### config.mk
export PLATFORM = sky130hd
export DESIGN_NAME = pipeline_hazard_ctrl
export DESIGN_NICKNAME = d
export VERILOG_FILES = /design/src/rtl/hazard_pkg.sv /design/src/rtl/hazard_sat_counter.sv /design/src/rtl/pipeline_hazard_ctrl.sv
export SDC_FILE = /design/constraint.sdc
export NUM_CORES = 1
export LEC_CHECK = 0
export ABC_AREA = 1
export ABC_CLOCK_PERIOD_IN_PS = 1200
export BUFFER_PORTS_ARGS = -buffer_cell sky130_fd_sc_hd__buf_2
export CAP_MARGIN = 40
export CORE_MARGIN = 3
export CORE_UTILIZATION = 35
export CTS_BUF_LIST = sky130_fd_sc_hd__clkbuf_8
export CTS_CLUSTER_SIZE = 40
export DETAILED_ROUTE_END_ITERATION = 8
export GPL_ROUTABILITY_DRIVEN = 0
export PLACE_DENSITY = 0.92
export REMOVE_ABC_BUFFERS = 1
export SKIP_LAST_GASP = 1
export SLEW_MARGIN = 20
export SYNTH_ARGS = -nofsm -noshare
export SYNTH_HDL_FRONTEND = slang
export SYNTH_SLANG_ARGS = --single-unit
### constraint.sdc
create_clock -name clk -period 1.2 [get_ports clk]
set_clock_uncertainty 0.2 [all_clocks]
set_input_delay 0.06 -clock clk [delete_from_list [all_inputs] [get_ports clk]]
set_output_delay 0.06 -clock clk [all_outputs]
set_load 0.05 [all_outputs]
### src/rtl/hazard_pkg.sv
// Shared types for the pipeline hazard controller: FSM state encodings,
// the bundle of stage-register controls, and the hard-wired zero register.
// Optional performance counters are enabled with the HAZARD_PERF_EN macro.
package hazard_pkg;

  // Instruction-fetch bus tracking. F_DISCARD means the fetch still in
  // flight belongs to a path abandoned by a redirect.
  typedef enum logic [1:0] {
    F_IDLE    = 2'd0,
    F_WAIT    = 2'd1,
    F_DISCARD = 2'd2
  } fetch_state_t;

  // Data-memory bus tracking.
  typedef enum logic {
    D_IDLE = 1'b0,
    D_WAIT = 1'b1
  } dmem_state_t;

  // Register x0 is hard-wired to zero, so a load into it never creates a hazard.
  localparam logic [4:0] REG_X0 = 5'd0;

  // Every enable/clear this block drives into the PC and stage registers.
  typedef struct packed {
    logic pc_stall;
    logic pc_redirect;
    logic ifid_stall;
    logic ifid_flush;
    logic idex_stall;
    logic idex_flush;
    logic exmem_stall;
    logic memwb_flush;
  } hazard_ctrl_t;

endpackage

### src/rtl/hazard_sat_counter.sv
// Saturating event counter: counts cycles with en=1, holds at all-ones,
// synchronous clear. Used for the hazard performance counters.
module hazard_sat_counter #(
  parameter int WIDTH = 32
) (
  input  logic             clk,
  input  logic             en,
  input  logic             clr,
  output logic [WIDTH-1:0] count
);

  // Count qualifying cycles, sticking at the maximum value.
  always_ff @(posedge clk) begin
    // NOTE: registered state is written with <= so every flop samples the
    // pre-edge values and simulation order cannot change the result.
    if (clr) begin
      count <= '0;
    end else if (en && (count != '1)) begin
      count <= count + WIDTH'(1);
    end
  end

endmodule

### src/rtl/pipeline_hazard_ctrl.sv
// Stall/flush generator for the 5-stage RV32 pipeline. It covers the hazards
// the forwarding unit cannot bypass: load-use, instruction-fetch wait,
// data-memory wait and taken-branch redirect (including discard of a fetch
// that is still in flight on the abandoned path).
// Build option: define HAZARD_PERF_EN to add three saturating perf counters;
// otherwise the perf_* outputs are tied to zero and no counter flops exist.
module pipeline_hazard_ctrl
  import hazard_pkg::*;
#(
  parameter int REG_ADDR_WIDTH = 5,
  parameter int CNT_WIDTH      = 32
) (
  input  logic                      clk,
  input  logic                      rst,
  input  logic [REG_ADDR_WIDTH-1:0] id_rs1_addr,
  input  logic [REG_ADDR_WIDTH-1:0] id_rs2_addr,
  input  logic                      id_use_rs1,
  input  logic                      id_use_rs2,
  input  logic                      idex_mem_read,
  input  logic [REG_ADDR_WIDTH-1:0] idex_rd_addr,
  input  logic                      ex_branch_taken,
  input  logic                      imem_req,
  input  logic                      imem_ack,
  input  logic                      dmem_req,
  input  logic                      dmem_ack,
  output logic                      pc_stall,
  output logic                      pc_redirect,
  output logic                      ifid_stall,
  output logic                      ifid_flush,
  output logic                      idex_stall,
  output logic                      idex_flush,
  output logic                      exmem_stall,
  output logic                      memwb_flush,
  output logic [CNT_WIDTH-1:0]      perf_loaduse_cnt,
  output logic [CNT_WIDTH-1:0]      perf_dmem_cnt,
  output logic [CNT_WIDTH-1:0]      perf_redirect_cnt
);

  fetch_state_t fetch_state, fetch_next;
  dmem_state_t  dmem_state, dmem_next;
  hazard_ctrl_t ctrl;

  logic dmem_busy;
  logic imem_busy;
  logic load_use;
  logic fetch_wait;

  assign dmem_busy = dmem_req & ~dmem_ack;
  assign imem_busy = imem_req & ~imem_ack;

  // A load whose result the ID instruction needs next cycle; x0 is exempt
  // because its value never changes.
  assign load_use = idex_mem_read
                  && (idex_rd_addr != REG_ADDR_WIDTH'(REG_X0))
                  && ((id_use_rs1 && (id_rs1_addr == idex_rd_addr))
                   || (id_use_rs2 && (id_rs2_addr == idex_rd_addr)));

  // IF has no usable word this cycle: either the bus is still busy, or the
  // word in flight is stale and will be dropped when it lands.
  assign fetch_wait = imem_busy || (fetch_state == F_DISCARD);

  // Bus-tracking state registers with synchronous reset to idle.
  always_ff @(posedge clk) begin
    if (rst) begin
      fetch_state <= F_IDLE;
      dmem_state  <= D_IDLE;
    end else begin
      fetch_state <= fetch_next;
      dmem_state  <= dmem_next;
    end
  end

  // Prioritised stage controls and FSM next-state.
  always_comb begin
    // NOTE: every signal gets a default before any branch so no path leaves
    // it unassigned, which would infer a latch.
    ctrl       = '0;
    fetch_next = fetch_state;
    dmem_next  = dmem_state;

    if (rst) begin
      ctrl.ifid_flush  = 1'b1;
      ctrl.idex_flush  = 1'b1;
      ctrl.memwb_flush = 1'b1;
    end else if (dmem_busy) begin
      // Freeze everything up to EX/MEM and bubble WB; a branch or load-use
      // waits until the pipeline moves again.
      ctrl.pc_stall    = 1'b1;
      ctrl.ifid_stall  = 1'b1;
      ctrl.idex_stall  = 1'b1;
      ctrl.exmem_stall = 1'b1;
      ctrl.memwb_flush = 1'b1;
    end else if (ex_branch_taken) begin
      // Redirect overrides any fetch wait; the two younger instructions die.
      ctrl.pc_redirect = 1'b1;
      ctrl.ifid_flush  = 1'b1;
      ctrl.idex_flush  = 1'b1;
    end else if (load_use) begin
      // Keep ID and hold PC for one bubble; takes precedence over a fetch
      // wait so the ID instruction is not lost.
      ctrl.pc_stall    = 1'b1;
      ctrl.ifid_stall  = 1'b1;
      ctrl.idex_flush  = 1'b1;
    end else if (fetch_wait) begin
      // Covers the discard ack cycle too: the stale word is replaced by NOP.
      ctrl.pc_stall    = 1'b1;
      ctrl.ifid_flush  = 1'b1;
    end

    unique case (fetch_state)
      F_IDLE: begin
        if (imem_busy) fetch_next = F_WAIT;
      end
      F_WAIT: begin
        // A redirect coinciding with the ack is already flushed by the
        // branch priority, so only a redirect without ack needs discarding.
        if (imem_ack)              fetch_next = F_IDLE;
        else if (ctrl.pc_redirect) fetch_next = F_DISCARD;
      end
      F_DISCARD: begin
        if (imem_ack) fetch_next = F_IDLE;
      end
      default: fetch_next = F_IDLE;
    endcase

    unique case (dmem_state)
      D_IDLE:  if (dmem_busy) dmem_next = D_WAIT;
      D_WAIT:  if (dmem_ack)  dmem_next = D_IDLE;
      default: dmem_next = D_IDLE;
    endcase
  end

  // Bus sanity: a data ack with no transfer outstanding means a broken master.
  always_ff @(posedge clk) begin
    if (!rst) begin
      assert ((dmem_state != D_IDLE) || !dmem_ack || dmem_req);
    end
  end

  assign pc_stall    = ctrl.pc_stall;
  assign pc_redirect = ctrl.pc_redirect;
  assign ifid_stall  = ctrl.ifid_stall;
  assign ifid_flush  = ctrl.ifid_flush;
  assign idex_stall  = ctrl.idex_stall;
  assign idex_flush  = ctrl.idex_flush;
  assign exmem_stall = ctrl.exmem_stall;
  assign memwb_flush = ctrl.memwb_flush;

`ifdef HAZARD_PERF_EN
  logic                 loaduse_bubble;
  logic [CNT_WIDTH-1:0] loaduse_q;
  logic [CNT_WIDTH-1:0] dmem_q;
  logic [CNT_WIDTH-1:0] redirect_q;

  // Count only bubbles actually inserted, not load-use hidden by a higher priority.
  assign loaduse_bubble = load_use & ~dmem_busy & ~ex_branch_taken;

  hazard_sat_counter #(.WIDTH(CNT_WIDTH)) u_loaduse_cnt (
    .clk   (clk),
    .en    (loaduse_bubble),
    .clr   (rst),
    .count (loaduse_q)
  );

  hazard_sat_counter #(.WIDTH(CNT_WIDTH)) u_dmem_cnt (
    .clk   (clk),
    .en    (dmem_busy),
    .clr   (rst),
    .count (dmem_q)
  );

  hazard_sat_counter #(.WIDTH(CNT_WIDTH)) u_redirect_cnt (
    .clk   (clk),
    .en    (ctrl.pc_redirect),
    .clr   (rst),
    .count (redirect_q)
  );

  // Counters read as zero throughout reset, not just after the clearing edge.
  assign perf_loaduse_cnt  = rst ? '0 : loaduse_q;
  assign perf_dmem_cnt     = rst ? '0 : dmem_q;
  assign perf_redirect_cnt = rst ? '0 : redirect_q;
`else
  assign perf_loaduse_cnt  = '0;
  assign perf_dmem_cnt     = '0;
  assign perf_redirect_cnt = '0;
`endif

endmodule

# --- Word-level counts from Yosys, hierarchy flattened ---
# Cells that the tools add are included.
# Widths: inputs -> output; s select.
totals:
  word_cells: 48
  register_bits: 2
  input_bits: 25
  out_inout_bits: 104
op_classes:
  bitwise_logic: 4
  n_mux: 27
  n_eq_ne: 7
  n_reduce_logical: 9
op_table:
  columns: ["cell", "count"]
  rows:
  - ["$mux 1", 20]
  - ["$eq 5x5->1", 2]
  - ["$mux 2", 5]
  - ["$pmux 2 s3", 1]
  - ["$reduce_bool 5->1", 1]
  - ["$logic_and 1x1->1", 4]
  - ["$ne 2x2->1 const B", 2]
  - ["$mux 3", 1]
  - ["$ne 3x3->1 const B", 1]
  - ["$reduce_and 3->1", 1]
  - ["$and 1x1->1", 2]
  - ["$eq 2x1->1 const B", 1]
  - ["$eq 2x2->1 const B", 1]
  - ["$logic_not 2->1", 1]
  - ["$logic_or 1x1->1", 2]
  - ["$not 1->1", 2]

# --- Longest topological paths before layout ---
# Gate-level depths: netlist of run 1.
depth:
  depth_word: 11
  mapped_depth: 9
  mapped_depth_nobuf: 9

# --- Least setup slack after synthesis of run 1 ---
# OpenSTA, ideal clock, no wires.
synth_path:
  path_kind: "input port to output port"
  from: "input port dmem_ack"
  to: "output port ifid_flush"
  path_buffers: 0
  path_stages: 6
  arrival_ps: 1539
  path_slack_ps: -599
  required_time_ps: 940
  cell_sequence: "inv_1 nand2_1 nor2_1 inv_1 nand2_2 nor2_2"
synth_between:
  elab_chain_len: 4
synth_lines:
  columns: ["element", "line_no", "rtl"]
  rows:
  - ["start: declaration", "pipeline_hazard_ctrl.sv:25", "input logic dmem_ack,"]
  - ["$not 1->1", "pipeline_hazard_ctrl.sv:48", "assign dmem_busy = dmem_req & ~dmem_ack;"]
  - ["$and 1x1->1", "pipeline_hazard_ctrl.sv:48", null]
  - ["$mux 1", "pipeline_hazard_ctrl.sv:85", "end else if (dmem_busy) begin"]
  - ["$mux 1", "pipeline_hazard_ctrl.sv:81", "if (rst) begin"]
  - ["end: declaration", "pipeline_hazard_ctrl.sv:29", "output logic ifid_flush,"]
# Every way passes these cells.

# --- Final worst setup path of run 1 ---
layout_path:
  from: "register fetch_state[0]"
  to: "output port ifid_flush"
layout_between:
  elab_chain_len: 7
layout_lines:
  columns: ["element", "line_no", "rtl"]
  rows:
  - ["start: declaration", "pipeline_hazard_ctrl.sv:39", "fetch_state_t fetch_state, fetch_next;"]
  - ["start signal: assignment", "pipeline_hazard_ctrl.sv:68", "fetch_state <= fetch_next;"]
  - ["$eq 2x2->1", "pipeline_hazard_ctrl.sv:60", "assign fetch_wait = imem_busy || (fetch_state == F_DISCARD);"]
  - ["$logic_or 1x1->1", "pipeline_hazard_ctrl.sv:60", null]
  - ["$mux 1", "pipeline_hazard_ctrl.sv:104", "end else if (fetch_wait) begin"]
  - ["$mux 1", "pipeline_hazard_ctrl.sv:98", "end else if (load_use) begin"]
  - ["$mux 1", "pipeline_hazard_ctrl.sv:93", "end else if (ex_branch_taken) begin"]
  - ["$mux 1", "pipeline_hazard_ctrl.sv:85", null]
  - ["$mux 1", "pipeline_hazard_ctrl.sv:81", null]
# Every way passes these cells.

==> qor.yml, run 1 <==
floorplan:
  die_w_um: 63.1
  die_area_um2: 3980
  core_um2: 3080
  start_util_pct: 37.1
  ioPinCount: 129
  die_h_um: 63.1
  fp-row-count: 20
global_routing:
  overflow: 0
  grt_max_degree: 6
  antenna_found_initial: 0
  grt_pass1_vias: 698
  grt_usage_pct: 8.72
  grt_pass1_wl_um: 2880
sta:
  whs_ns: 0.0613
  fin_ws_ns: -0.109
  hold_viol_final: 0
  tns_ns: -0.297
  drv_slew: 0
  rsz0062_at_grt: "yes"
  fin_crit_sh_pct: 109
  setup-violations-final: 4
  period_minus_slack_ns: 1.31
  max_freq_ghz: 0.764
synth:
  yosysSeqAreaShare_pct: 3.51
  netlist_instances: 187
  syn_avg_cell_area_um2: 6.10
  synthTopCellsByArea: "buf_4, nand2_1, inv_1"
  ys_ff_latch: 2
  synthDistinctLibCells: 16
  syn_area_um2: 1140
  yosys.area.top_type: "buf_4"
  ys_warn_count: 0
  netlist.area_leader.share_pct: 63.8
detailed_routing:
  route.vias.total: 896
  wl_um: 2180
  drt-initial-drc-count: 7
  route.detailed.drc: 0
  routedWlPerCell_um: 8.14
  detail_route.first_pass.iterations: 4
  ant_nets: 0
  viasPerCell: 3.34
finish:
  fin_cells: 268
  n_antenna_cell: 0
  layout_commonest_cell: "conb_1"
  largest_reg_flops: 2
  reg_top3: "fetch_state: 2 flops"
  area_growth_pct: 3.84
  layout.nets: 251
  final_area_um2: 1180
  drive_gt1_share_pct: 27.7
  final_cell_mix: "conb_1, nand2_1, buf_2, inv_1, nor2_1"
  top_register: "fetch_state"
clock_tree:
  numCtsBuffers: 3
  cts_htree_levels: 1
  cts.clk_slew.worst_paths_ns: 0.03
  cts_tree: "yes"
  clk_latency_ns: 0.21
  cts.path.max_buffers: 2
  ctsRootBufferMaster: "clkbuf_8"
  cts.sinks: 2
worst_setup_path:
  start_kind: "flip-flop"
  crit_arrival_ns: 1.05
  setup.worst_path.end_class: "output port"
  cp_max_fo: 2
  path_class: "reg -> out"
  worstPathRequired_ns: 0.94
placement:
  portBuffers: 32
  dp.cells: 263
  place_area_um2: 1000
  post-dp-hpwl_um: 1860
  dp_slack_ns: -0.201
status:
  status: "complete, but fails checks"
  violations: "negative setup slack"
pwr:
  p_leak_nw: 0.797
  p_per_area_nw_per_um2: 1080
  vdd_ir_drop_max_v: 0.000407
min_path:
  hold_class: "in -> reg"
run:
  cap_violations: 0
worst max-delay path: stages, from the launching register on:
cell and delay [ns]:
dfxtp_4 0.34, o21ai_2 0.15, nor3_1 0.07, nor2_2 0.11
buf_6 0.17
worst paths after layout:
path                                                  start                          end  slack (ns)  cells past startpoint
worst max-delay path            fetch_state[0]$_SDFFE_PP0P_                   ifid_flush       -0.11                      4
worst min-delay path                               imem_ack  fetch_state[1]$_SDFFE_PP0P_        0.06                      4
worst max register to register  fetch_state[0]$_SDFFE_PP0P_  fetch_state[0]$_SDFFE_PP0P_           0                      6
worst min register to register  fetch_state[1]$_SDFFE_PP0P_  fetch_state[0]$_SDFFE_PP0P_        0.38                      3
power breakdown:
part	internal (mW)	switching, mW	total (mW)
Combinational	0.119	0.823	0.942
Sequential	0.0710	0.00412	0.0752
Clock	0.212	0.0467	0.258
Yosys cell counts:
master	count
nor2_1	9
nand3_2	1
dfxtp_1	2
nand2_1	34
inv_1	18
buf_4	97
o21ai_0	2
nand3_1	5
nor2_2	3
nor3_1	3
inv_2	4
and3_1	1
nand4_1	1
a21oi_1	3
nand2_2	3
conb_1	1
per-stage QoR:
stage / total power, mW / utilization (%)
after floorplan: 0.866 / -
after global placement: 0.945 / 32.5
after detailed placement: 0.951 / 32.5
after CTS: 1.26 / 37.7
after global routing: 1.33 / 38.5
final: 1.28 / 38.5
logic make-up (layout without fill, tap and decap cells):
kind of cell	after synthesis	after routing	share of synthesized area, %
buf+inv	119	61	71.1
simple gates	60	60	22.9
other cells	1	96	0.329
compound gates	5	5	2.19
flops	2	2	3.51
metal layers:
metal,wire [um],vias to the layer above,share of wire [%],global-route usage (%)
li1,-,440,-,-
met2,1200,71,55,16.7
met4,38,0,1.7,4.41
met1,673,381,31,9.15
met3,275,4,13,1.07
met5,0,-,0,0
area by class of cell:
class	count	area, um2
fill	333	1890
timing repair buffer	36	272
clock buffer	3	41.3
tap	44	55.1
inverter	22	90.1
sequential	2	45.0
multi-input combinational	161	682
timing repair:
| item | in CTS | in global routing |
|---|---|---|
| hold buffers | 1 | 0 |
| buffers inserted | 1 | 0 |
| pin swaps | 15 | 2 |
| endpoints found under the setup margin | 6 | 8 |
| hold endpoints to repair | 2 | 0 |
| resized for setup | 29 | 9 |
Power figures use the tool's default switching activity.
==> inputs of run 2 (changes only) <==
--- a/config.mk
+++ b/config.mk
@@ -6,7 +6,7 @@
 export NUM_CORES = 1
 export LEC_CHECK = 0
 export ABC_AREA = 1
-export ABC_CLOCK_PERIOD_IN_PS = 1200
+export ABC_CLOCK_PERIOD_IN_PS = 1400
 export BUFFER_PORTS_ARGS = -buffer_cell sky130_fd_sc_hd__buf_2
 export CAP_MARGIN = 40
 export CORE_MARGIN = 3
==> constraint.sdc (replaced) <==
create_clock -name clk -period 1.4 [get_ports clk]
set_clock_uncertainty 0.2 [all_clocks]
set_input_delay 0.07 -clock clk [delete_from_list [all_inputs] [get_ports clk]]
set_output_delay 0.07 -clock clk [all_outputs]
set_load 0.05 [all_outputs]
==> run 2 against run 1 <==
  * The run ends with negative hold slack left
  * Register-to-register slack improved by 0.08 ns
  * Clock power down 15%
  * Final cell count fell by 0.37%
  * Die area unchanged
  * Total power down 17%
  * Via count shrank 1.3%
  * Sequential power shrank 16%
  * Count of clock-buffer cells in the layout unchanged
  * Combinational power is 17% lower
==> qor.yml, run 2 (synthesis results as in run 1) <==
worst_setup_path:
  start_kind: "flip-flop"
  regToRegSetupSlack_ns: 0.08
  crit_arrival_ns: 1.08
  setup.worst_path.end_class: "output port"
  path_class: "reg -> out"
  worst_r2r_startpoint: "fetch_state[0]$_SDFFE_PP0P_"
  reg2reg_depth: 6
  r2r-end: "fetch_state[0]$_SDFFE_PP0P_"
  cp_max_fo: 3
  worstPathRequired_ns: 1.13
sta:
  drv_slew: 0
  hold_viol_final: 1
  setup-violations-final: 0
  max_freq_ghz: 0.739
  fin_crit_sh_pct: 96.7
  rsz0062_at_grt: "yes"
  whs_ns: -0.0296
  period_minus_slack_ns: 1.35
clock_tree:
  numCtsBuffers: 3
  cts.sinks: 2
  ctsRootBufferMaster: "clkbuf_8"
  cts.path.max_buffers: 2
  cts_tree: "yes"
  cts.clk_slew.worst_paths_ns: 0.03
  clk_latency_ns: 0.21
  cts_htree_levels: 1
min_path:
  hold_path_depth: 4
  hold_class: "in -> reg"
  min_from: "imem_ack"
  hold_path_end: "fetch_state[1]$_SDFFE_PP0P_"
detailed_routing:
  wl_um: 2040
  ant_nets: 0
  viasPerCell: 3.31
  route.detailed.drc: 0
  route.vias.total: 884
  detail_route.first_pass.iterations: 4
  drt-initial-drc-count: 15
  routedWlPerCell_um: 7.63
floorplan:
  die_w_um: 63.1
  core_um2: 3080
  ioPinCount: 129
  start_util_pct: 37.1
  die_area_um2: 3980
  die_h_um: 63.1
  fp-row-count: 20
pwr:
  p_per_area_nw_per_um2: 975
  p_leak_nw: 0.766
  vdd_ir_drop_max_v: 0.000360
  p_total_mw: 1.06
finish:
  layout_commonest_cell: "conb_1"
  drive_gt1_share_pct: 23.8
  top_register: "fetch_state"
  fin_cells: 267
  final_cell_mix: "conb_1, nand2_1, buf_2, inv_1, nor2_1"
  n_antenna_cell: 0
  layout.nets: 250
  area_growth_pct: -4.72
  largest_reg_flops: 2
  reg_top3: "fetch_state: 2 flops"
placement:
  dp.cells: 261
  post-dp-hpwl_um: 1790
  portBuffers: 32
status:
  violations: "negative hold slack"
  status: "complete, but fails checks"
global_routing:
  grt_max_degree: 6
  grt_pass1_wl_um: 2670
  grt_usage_pct: 8.18
  grt_pass1_vias: 650
  antenna_found_initial: 0
  overflow: 0
run:
  cap_violations: 0
-- run 2: cell types whose count changed in the layout (fill, tap and decap cells not counted), sizes merged --
cell,before,now
buf,35,32
clkbuf,3,4
dlygate4sd3,1,2
-- run 2: area by class of cell --
type	count	area (um2)
repair buffers	35	206
well taps	44	55.1
inverters	22	82.6
multi-input cells	161	661
fillers	340	1990
clock buffers	3	41.3
flip-flops and latches	2	41.3
-- run 2: per-stage QoR --
stage / setup slack [ns] / instance area, um2 / utilization (%) / setup TNS [ns]
finish: 0.0466 / 1090 / 35.3 / 0
global placement: 0.0582 / 985 / 32.0 / 0
global route: -0.0699 / 1090 / 35.3 / -0.159
floorplan: -1.07 / 769 / - / -4.66
detailed placement: 0.0129 / 985 / 32.0 / 0
CTS: 0.0139 / 1050 / 34.1 / 0
-- run 2: critical path, cell delays in order, from the launching register on --
cell and delay, ns:
dfxtp_2 0.33, inv_2 0.05, o21ai_2 0.17, nor3_2 0.07, nor2_2 0.10, buf_6 0.17
-- run 2: worst max-delay path by stage --
stage                                 from                           to
3_5_place_dp               idex_rd_addr[2]                   ifid_flush
3_3_place_gp               idex_rd_addr[2]                   ifid_flush
6_report       fetch_state[1]$_SDFFE_PP0P_                   ifid_flush
2_1_floorplan                     dmem_ack                   ifid_flush
4_1_cts        fetch_state[1]$_SDFFE_PP0P_                   ifid_flush
5_1_grt        fetch_state[0]$_SDFFE_PP0P_  fetch_state[0]$_SDFFE_PP0P_
-- run 2: layer usage --
| metal | wire (um) | vias up | GRT usage, % |
|---|---|---|---|
| met4 | 57 | 0 | 4.96 |
| met1 | 590 | 366 | 8.15 |
| met3 | 334 | 6 | 1.96 |
| met2 | 1060 | 74 | 15.2 |
| met5 | 0 | - | 0 |
| li1 | - | 438 | - |
-- run 2: power breakdown --
part           switching (mW)  internal, mW  total, mW  leakage, nW
Combinational           0.698        0.0796      0.778        0.728
Clock                  0.0382         0.181      0.219       0.0216
Sequential            0.00240        0.0609     0.0633       0.0168
-- run 2: what timing repair did --
action / 4_1_cts / 5_1_grt
hold endpoints to repair: 2 / 1
resized for setup: 5 / 9
pin swaps: 0 / 4
setup endpoints to repair: 2 / 4
hold buffers: 1 / 1
setup buffers: 0 / 1
==> inputs of run 3 (changes only) <==
--- a/config.mk
+++ b/config.mk
@@ -9,6 +9,7 @@
 export ABC_CLOCK_PERIOD_IN_PS = 1400
 export BUFFER_PORTS_ARGS = -buffer_cell sky130_fd_sc_hd__buf_2
 export CAP_MARGIN = 40
+export CORE_ASPECT_RATIO = 2
 export CORE_MARGIN = 3
 export CORE_UTILIZATION = 35
 export CTS_BUF_LIST = sky130_fd_sc_hd__clkbuf_8
==> run 3 against run 2 <==
  * Critical endpoint unchanged
  * Hold slack lost 0.020 ns
  * Sequential cell count unchanged
  * Die area is 1.0% higher
  * The run still ends with negative hold slack left
  * Clock power rose by 5%
  * Non-clock buffer count down 2
  * Register-to-register slack improved by 0.15 ns
  * Combinational power is 1% lower
  * Maximum frequency rose by 0.50%
  * Final cell count is 6.0% lower
==> qor.yml, run 3 (synthesis results as in run 1) <==
finish:
  drive_gt1_share_pct: 23.1
  final_core_util_pct: 34.3
  final_cell_mix: "conb_1, nand2_1, buf_2, inv_1, nor2_1"
  largest_reg_flops: 2
  layout.nets: 248
  n_antenna_cell: 0
  area_growth_pct: -8.33
  nFillCells: 344
  fin_cells: 251
  reg_top3: "fetch_state: 2 flops"
  layout_commonest_cell: "conb_1"
  top_register: "fetch_state"
placement:
  post-dp-hpwl_um: 1810
  dp.cells: 247
  portBuffers: 32
detailed_routing:
  ant_nets: 0
  routedWlPerCell_um: 8.21
  wl_um: 2060
  drt-initial-drc-count: 14
  route.detailed.drc: 0
  viasPerCell: 3.62
  detail_route.first_pass.iterations: 4
  route.vias.total: 909
worst_setup_path:
  reg2reg_depth: 5
  path_class: "reg -> out"
  cp_cell_sequence: "inv_2 > o21ai_2 > nor3_1 > nor2_2 > buf_6"
  regToRegSetupSlack_ns: 0.23
  critical_path.top_delay_family: "flip-flops"
  path_buf_inv: 2
  r2r-end: "fetch_state[1]$_SDFFE_PP0P_"
  cpPeakStageDelay_ns: 0.32
  worst_r2r_startpoint: "fetch_state[0]$_SDFFE_PP0P_"
  setup.worst_path.end_class: "output port"
  start_kind: "flip-flop"
  cp.depth: 5
  worstPathRequired_ns: 1.13
  cp-startpoint: "fetch_state[1]$_SDFFE_PP0P_"
  crit_arrival_ns: 1.08
  worstSetupEndpoint: "ifid_flush"
  cp_max_fo: 3
  cp_slowest_cell: "dfxtp_2"
sta:
  drv_slew: 0
  hold_viol_final: 1
  tns_ns: 0
  fin_crit_sh_pct: 96.2
  period_minus_slack_ns: 1.35
  setup-violations-final: 0
  rsz0062_at_grt: "yes"
  max_freq_ghz: 0.743
  whs_ns: -0.0494
floorplan:
  die_h_um: 86.8
  die_area_um2: 4020
  fp-row-count: 28
  core_um2: 3050
  die_w_um: 46.4
  start_util_pct: 37.4
  ioPinCount: 129
clock_tree:
  numCtsBuffers: 3
  cts.sinks: 2
  hold_buffers: 1
  cts_htree_levels: 1
  cts.path.max_buffers: 2
  cts_tree: "yes"
  cts_setup_buffers: 0
  ctsRootBufferMaster: "clkbuf_8"
  clk_latency_ns: 0.21
  cts.clk_slew.worst_paths_ns: 0.03
global_routing:
  grt_max_degree: 6
  grt_pass1_vias: 622
  overflow: 0
  grt_usage_pct: 8.62
  grt_pass1_wl_um: 2420
  antenna_found_initial: 0
min_path:
  hold_class: "in -> reg"
pwr:
  p_leak_nw: 0.751
  p_total_mw: 1.06
  vdd_ir_drop_max_v: 0.000348
  p_per_area_nw_per_um2: 1020
status:
  violations: "negative hold slack"
  status: "complete, but fails checks"
run:
  cap_violations: 0
==> run 3: changes by cell type in the layout (fill, tap and decap cells not counted) <==
cell	before	now
buf_2	29	28
buf_6	1	2
buf_8	1	0
dlygate4sd3_1	2	1
nand3_1	4	5
nand3_2	2	1
==> run 3: metal layers <==
metal  share of wire, %  GRT usage (%)  up-vias  routed length [um]
li1                   -              -      432                   -
met1                 22           5.61      362                 456
met2                 49           17.2      110                1020
met3                 26           2.49        5                 535
met4                2.5           6.22        0                  51
met5                  0              0        -                   0
==> run 3: worst min-delay path, stage by stage <==
cell     delay [ns]
buf_2          0.10
nor3_2         0.05
nand2_1        0.05
a21oi_1        0.05
==> run 3: area by class of cell <==
| class | instances | area [um2] | share of cell area (%) |
|---|---|---|---|
| Multi-Input combinational cell | 161 | 656 | 62.7 |
| Sequential cell | 2 | 41.3 | 3.95 |
| Clock buffer | 3 | 41.3 | 3.95 |
| Inverter | 22 | 82.6 | 7.89 |
| Tap cell | 30 | 37.5 | 3.59 |
| Timing Repair Buffer | 33 | 188 | 17.9 |
==> run 3: what timing repair did <==
| action | 4_1_cts | 5_1_grt |
|---|---|---|
| gates resized for setup | 5 | 9 |
| setup endpoints to repair | 2 | 5 |
| hold endpoints to repair | 2 | 1 |
| pin swaps | 1 | 2 |
==> run 3: report_power, final <==
group | internal [mW] | switching (mW)
clock | 0.182 | 0.0480
sequential | 0.0609 | 0.00227
combinational | 0.0758 | 0.695
total | 0.319 | 0.745
==> run 3: worst min path at each step <==
| stage | startpoint | end | slack, ns | depth (start not counted) |
|---|---|---|---|---|
| finish | imem_ack | fetch_state[1]$_SDFFE_PP0P_ | -0.05 | 4 |
| global route | imem_ack | fetch_state[1]$_SDFFE_PP0P_ | -0.03 | 4 |
| CTS | imem_ack | fetch_state[1]$_SDFFE_PP0P_ | -0.05 | 4 |
| detailed placement | rst | fetch_state[1]$_SDFFE_PP0P_ | 0.12 | 2 |
| global placement | rst | fetch_state[1]$_SDFFE_PP0P_ | 0.12 | 2 |
| floorplan | rst | fetch_state[1]$_SDFFE_PP0P_ | -0.06 | 1 |
==> run 3: metrics by stage <==
step / worst slack, ns / instance area [um2]
global route: -0.0142 / 1050
global placement: 0.0201 / 967
finish: 0.0533 / 1050
detailed placement: -0.0397 / 967
CTS: 0.00844 / 1030
floorplan: -1.07 / 769
